--- src/rtl/serial_parity_rx.sv ---
// Serial frame receiver: deserialises DATA_W data bits (LSB first) followed
// by one parity bit, checks the parity with a running XOR, and offers the
// recovered word plus a parity-error flag through a valid/ready handshake.
module serial_parity_rx #(
  parameter int DATA_W     = 8,
  parameter bit PARITY_ODD = 1'b0
) (
  input  logic              clk,
  input  logic              rst_n,
  input  logic              sof,
  input  logic              bit_in,
  input  logic              bit_valid,
  input  logic              out_ready,
  output logic [DATA_W-1:0] data_out,
  output logic              data_valid,
  output logic              parity_err,
  output logic              busy,
  output logic              overrun
);

  localparam int               CNT_W    = (DATA_W > 1) ? $clog2(DATA_W) : 1;
  localparam logic [CNT_W-1:0] CNT_LAST = CNT_W'(DATA_W - 1);
  localparam logic [CNT_W-1:0] CNT_ONE  = CNT_W'(1);

  typedef enum logic [1:0] {
    IDLE = 2'd0,
    DATA = 2'd1,
    PAR  = 2'd2,
    HOLD = 2'd3
  } state_t;

  state_t            state_q, state_d;
  logic [CNT_W-1:0]  cnt_q, cnt_d;
  logic [DATA_W-1:0] sreg_q, sreg_d;
  logic              par_q, par_d;
  logic [DATA_W-1:0] dout_q, dout_d;
  logic              dvalid_q, dvalid_d;
  logic              perr_q, perr_d;
  logic              overrun_d;
  logic              start;
  logic              xfer;

  // Bits enter at the MSB and move right, so after DATA_W shifts the first
  // received bit sits at bit 0 (LSB-first ordering).
  function automatic logic [DATA_W-1:0] shift_in(input logic [DATA_W-1:0] sreg,
                                                 input logic              b);
    shift_in = {b, sreg[DATA_W-1:1]};
  endfunction

  // Handshake: a result leaves only while it is actually being offered.
  assign xfer = dvalid_q & out_ready;

  // Next-state, datapath updates and the overrun pulse.
  always_comb begin
    state_d   = state_q;
    cnt_d     = cnt_q;
    sreg_d    = sreg_q;
    par_d     = par_q;
    dout_d    = dout_q;
    dvalid_d  = dvalid_q;
    perr_d    = perr_q;
    overrun_d = 1'b0;
    start     = 1'b0;

    case (state_q)
      IDLE: begin
        // Bits without a preceding sof are simply not part of any frame.
        if (sof) start = 1'b1;
      end

      DATA: begin
        if (sof) begin
          start = 1'b1;
        end else if (bit_valid) begin
          sreg_d = shift_in(sreg_q, bit_in);
          par_d  = par_q ^ bit_in;
          // Counter parks on the last index instead of wrapping.
          if (cnt_q == CNT_LAST) state_d = PAR;
          else                   cnt_d   = cnt_q + CNT_ONE;
        end
      end

      PAR: begin
        if (sof) begin
          start = 1'b1;
        end else if (bit_valid) begin
          dout_d   = sreg_q;
          perr_d   = (bit_in != (par_q ^ PARITY_ODD));
          dvalid_d = 1'b1;
          state_d  = HOLD;
        end
      end

      HOLD: begin
        if (xfer) begin
          dvalid_d = 1'b0;
          state_d  = IDLE;
          // A new frame may begin in the very cycle the old result leaves.
          if (sof) start = 1'b1;
        end else if (sof || bit_valid) begin
          // Result still held: incoming input has nowhere to go.
          overrun_d = 1'b1;
        end
      end

      default: state_d = IDLE;
    endcase

    // Common frame (re)start; a bit valid in the same cycle is data bit 0.
    if (start) begin
      state_d = DATA;
      cnt_d   = '0;
      par_d   = 1'b0;
      sreg_d  = '0;
      if (bit_valid) begin
        sreg_d = shift_in('0, bit_in);
        par_d  = bit_in;
        cnt_d  = CNT_ONE;
      end
    end
  end

  // State and datapath registers; reset discards any partial frame.
  always_ff @(posedge clk or negedge rst_n) begin
    if (!rst_n) begin
      state_q  <= IDLE;
      cnt_q    <= '0;
      sreg_q   <= '0;
      par_q    <= 1'b0;
      dout_q   <= '0;
      dvalid_q <= 1'b0;
      perr_q   <= 1'b0;
    end else begin
      state_q  <= state_d;
      cnt_q    <= cnt_d;
      sreg_q   <= sreg_d;
      par_q    <= par_d;
      dout_q   <= dout_d;
      dvalid_q <= dvalid_d;
      perr_q   <= perr_d;
    end
  end

  assign data_out   = dout_q;
  assign data_valid = dvalid_q;
  assign parity_err = perr_q;
  assign busy       = (state_q != IDLE);
  assign overrun    = overrun_d;

endmodule

--- config.mk ---
export PLATFORM = sky130hd
export DESIGN_NAME = serial_parity_rx
export DESIGN_NICKNAME = d
export VERILOG_FILES = /design/src/rtl/serial_parity_rx.sv
export SDC_FILE = /design/constraint.sdc
export NUM_CORES = 1
export LEC_CHECK = 0
export ABC_CLOCK_PERIOD_IN_PS = 1450
export CAP_MARGIN = 20
export CORE_MARGIN = 2
export CORE_UTILIZATION = 48
export DETAILED_ROUTE_END_ITERATION = 10
export GPL_TIMING_DRIVEN = 1
export PLACE_DENSITY_LB_ADDON = 0.25
export SYNTH_ARGS = -nofsm -noshare
export SYNTH_HDL_FRONTEND = slang
export SYNTH_SLANG_ARGS = --single-unit
--- constraint.sdc ---
create_clock -name clk -period 1.45 [get_ports clk]
set_clock_uncertainty 0.15 [all_clocks]
set_input_delay 0.2175 -clock clk [delete_from_list [all_inputs] [get_ports clk]]
set_output_delay 0.2175 -clock clk [all_outputs]
set_load 0.01 [all_outputs]
=== Word-level counts from Yosys, hierarchy flattened ===
Index checks and enable logic that the tools add are counted.

* Add/subtract/negate cells: 1
* Equal/unequal tests: 16
* Multiplexer cells: 34
* Bitwise operators: 3
* Reductions and logical operators: 13

{| class="wikitable"
|+ Operator list
! operator !! number
|-
| 2-to-1 mux 8 bit || 5
|-
| inequality test 3 bit, second input constant || 6
|-
| 2-to-1 mux 3 bit || 5
|-
| 2-to-1 mux 1 bit || 14
|-
| 2-to-1 mux 2 bit || 7
|-
| inequality test 2 bit, second input constant || 4
|-
| AND reduction 4 bit || 2
|-
| nonzero test 2 bit || 4
|-
| AND reduction 7 bit || 1
|-
| one-hot mux 2 bit (3 select lines) || 1
|-
| AND reduction 3 bit || 2
|-
| == test 2 bit, second input constant || 2
|-
| one-hot mux 1 bit (2 select lines) || 2
|-
| nonzero test 4 bit || 1
|-
| adder 3 x 1 -> 3 bit, second input constant || 1
|-
| == test 3 bit, second input constant || 1
|-
| OR reduction 3 bit || 1
|-
| == test 2 x 1 -> 1 bit, second input constant || 1
|-
| zero test 2 bit || 1
|-
| inequality test 2 x 1 -> 1 bit, second input constant || 1
|-
| bitwise AND 1 bit || 1
|-
| logical OR 1 bit || 1
|-
| inequality test 1 bit || 1
|-
| inverter 1 bit || 1
|-
| bitwise XOR 1 bit || 1
|}

* Register bits after elaboration: 24
* Logic and storage cells: 74

=== Depth between registers and ports, before layout ===
* Depth in word-level cells: 6
* Gate-level depth with buffers: 7

=== Worst setup path after synthesis ===
Ideal clock, no wire load.

* Path kind: reg-to-reg
* Start: register cnt_q[0]
* End: register state_q[0]
* Data arrival time: 1.292 ns
* Data required time: 1.167 ns
* Path slack: -0.124 ns
* Stages on the path, launching flop included: 7
* Buffers on the path: 0
* Period minus slack after synthesis: 1.574 ns
* Cells stage by stage: dfrtp_1 > ha_1 > ha_1 > nand2_2 > a21oi_1 > a211oi_1 > a211oi_2

* Word-level cells in the longest chain between the ends: 3

{| class="wikitable"
|+ RTL lines
! what !! RTL line !! text
|-
| start, declared || 33 || <nowiki>logic [CNT_W-1:0] cnt_q, cnt_d;</nowiki>
|-
| start signal, assigned || 135 || <nowiki>cnt_q <= cnt_d;</nowiki>
|-
| == test 3 bit || 78 || <nowiki>if (cnt_q == CNT_LAST) state_d = PAR;</nowiki>
|-
| inequality test 3 bit (no line) || - ||
|-
| AND reduction 7 bit (no line) || - ||
|-
| end signal, assigned || 134 || <nowiki>state_q <= state_d;</nowiki>
|-
| end, declared || 32 || <nowiki>state_t state_q, state_d;</nowiki>
|}

Every way passes these cells.
A chain may end at the register's enable or synchronous reset.

=== Worst setup path in the final report ===
* Start: register state_q[0]
* End: output port overrun

* Word-level cells in the longest chain between the ends: 2

{| class="wikitable"
|+ RTL lines
! what !! RTL line !! text
|-
| == test 2 bit || 65 || <nowiki>case (state_q)</nowiki>
|-
| 2-to-1 mux 1 bit || 65 ||
|-
| end, declared || 18 || <nowiki>output logic overrun</nowiki>
|}

Every way passes these cells.

==> results.py <==
metrics = {
    "floorplan": {
        "std_cell_rows": 18,
        "ios": 18,
        "fp.dieH_microns": 55.0,
        "die-width_microns": 55.0,
        "floorplan.initialDensity": 0.503,
        "dieArea_sq_mm": 0.00302,
        "core_sq_mm": 0.00248,
    },
    "cts": {
        "clockBufferDepth": 2,
        "htree_num_levels": 1,
        "ctsHoldBuffers": 0,
        "cts_tree": "yes",
        "numCtsBuffers": 3,
        "clock-sinks": 24,
        "clkLatencyLatePin_ps": 320,
        "path_clk_slew_ps": 150,
        "cts_root_buf": "clkbuf_4",
    },
    "placed_design": {
        "numPortBuffers": 17,
        "place_ws_ps": -449,
        "gp_congestion": 0.765,
        "dp_hpwl_mm": 1.77,
    },
    "synthesis": {
        "ys_types": 35,
        "syn_avg_cell_area_sq_um": 11.8,
        "synth_area_leaders": "dfrtp_1, mux2i_1, mux2_1",
        "synth_cells": 106,
        "synthArstFlopShare": 1.00,
        "synth_most_common_cell": "dfrtp_1",
        "yosysSeqAreaShare": 0.482,
        "ys_ff_latch": 24,
        "synth_edf_count": 0,
        "netlist_area_sq_mm": 0.00125,
        "synth_flop_cell": "dfrtp_1",
        "ys_warn_count": 0,
        "synth_top_area_frac": 0.482,
        "yosysTopAreaCell": "dfrtp_1",
        "synth_nets": 119,
        "synth_commonest_cells": "dfrtp_1, mux2i_1, nor2_1",
    },
    "global_route": {
        "first_global_vias": 1003,
        "grt_usage": 0.247,
        "grt_max_degree": 25,
        "grt_pass1_wl_mm": 5.20,
        "gr-total-overflow": 0,
        "antenna_found_initial": 0,
    },
    "timing": {
        "slew_violations": 0,
        "setup_violations": 26,
        "fin_crit_sh": 1.23,
        "rsz0062_at_grt": "yes",
        "fin_tns_setup_ps": -3950,
        "period_minus_slack_ps": 1790,
        "slew_headroom": 0.817,
        "fin_hold_ws_ps": 66.8,
        "worst_slack_ps": -339,
        "fmax_ghz": 0.559,
        "finalHoldViolCount": 0,
        "tightest_slew_ps": 273,
    },
    "outcome": {
        "status": "finished with violations",
        "violations": "negative setup slack",
    },
    "detailed_routing": {
        "first_pass_iters": 4,
        "wl_per_cell_microns": 17.3,
        "via_per_inst": 5.40,
        "detail-route-antenna-nets": 0,
        "vias": 1016,
        "first_iter_violations": 23,
        "wl_mm": 3.26,
        "drcViolationCount": 0,
    },
    "critical_path": {
        "crit_arrival_ps": 1420,
        "endpoint_kind": "output port",
        "cp.required_ps": 1080,
        "worstPathMaxFanout": 2,
        "startpoint_type": "flip-flop",
        "worstSetupPathType": "reg2out",
    },
    "flow_run": {
        "drv_cap": 0,
    },
    "worst_hold_path": {
        "hold_class": "in2async",
    },
    "pwr": {
        "total_power_mw": 3.31,
        "powerDensity_mw_per_mm2": 1650,
        "leakagePower_nw": 0.977,
        "vdd_drop_max_v": 0.00139,
    },
    "layout": {
        "drive_gt1_frac": 0.525,
        "syn_to_final_growth_pct": 60.3,
        "antenna_cells": 0,
        "fin_util": 0.807,
        "final_nets": 172,
    },
}
path summary, 6_finish.rpt:
| path | from | to | slack (ps) | cells after the start |
|---|---|---|---|---|
| max | state_q[0] | overrun | -340 | 5 |
| min | rst_n | data_valid | 70 | 2 |
| max reg2reg | state_q[1] | state_q[1] | -280 | 7 |
| min reg2reg | data_out[0] | data_out[0] | 370 | 1 |
| max in group asynchronous | rst_n | state_q[0] | 920 | 2 |
| min in group clk | data_out[0] | data_out[0] | 370 | 1 |
area by class of cell:
class / instances / area (sq um)
Clock buffer: 3 / 22.5
Clock inverter: 1 / 30.0
Fill cell: 148 / 479
Inverter: 5 / 31.3
Multi-Input combinational cell: 74 / 798
Sequential cell: 24 / 603
Tap cell: 30 / 37.5
Timing Repair Buffer: 51 / 475
layer usage:
metal,global-route usage,wire length [microns],vias to the layer above
met5,0,0,-
met2,0.423,1640,17
met3,0.0349,92,2
met4,0.0366,6,0
met1,0.338,1520,514
li1,-,-,483
state kept, by name, indices dropped and copies added (netlist names):
name,flops
data_out,8
state_q,2
data_valid,1
par_q,1
parity_err,1
cnt_q,3
sreg_q,8
cells in the final DEF, fill, tap and decap left out, drive strengths merged:
cell / Yosys / routed
a211oi: 2 / 2
a21boi: 2 / 2
a21o: 1 / 1
a21oi: 6 / 6
a221oi: 1 / 1
a31oi: 1 / 1
and2: 1 / 1
buf: 4 / 37
bufinv: 0 / 1
clkbuf: 0 / 3
clkdlybuf4s50: 0 / 5
dfrtp: 24 / 24
dlygate4sd2: 0 / 9
ha: 7 / 7
inv: 5 / 5
mux2: 8 / 8
mux2i: 9 / 9
nand2: 7 / 7
nand3: 1 / 2
nand3b: 2 / 2
nand4: 1 / 1
nor2: 11 / 11
nor3: 1 / 1
nor4: 1 / 1
o21a: 2 / 2
o21ai: 5 / 5
o22ai: 1 / 1
o311ai: 1 / 1
xnor2: 2 / 2
power breakdown:
part           switching [mW]  internal (mW)  leakage (nW)
sequential             0.0899          0.783         0.321
combinational           0.862           1.06         0.628
clock                   0.229          0.280        0.0279
total                    1.18           2.12         0.977
kinds of logic (layout without fill, tap and decap cells):
group / Yosys count / count (layout) / share of synthesized area
flops: 24 / 24 / 0.482
fa+ha+maj: 7 / 7 / 0.0703
simple gates: 25 / 26 / 0.117
buf+inv: 9 / 60 / 0.0452
xor+xnor: 2 / 2 / 0.0141
compound gates: 22 / 22 / 0.127
mux: 17 / 17 / 0.145
worst max-delay path, cell delays in order, from the launching register on:
cell      delay, ps
dfrtp_2         460
buf_6           130
ha_4            150
a21boi_4        130
o21a_1          100
buf_2           130
metrics by stage:
stage               area [sq um]  cells
floorplan                   1290    106
global placement            1600    166
detailed placement          1600    166
CTS                         1920    186
global route                2000    188
finish                      2000    188
timing repair:
item / CTS / global route
gates cloned: 2 / 0
setup buffers: 14 / 5
endpoints found under the setup margin: 36 / 27
pin swaps: 9 / 12
resized for setup: 65 / 11
No activity file was read; power rests on OpenSTA's default activity.
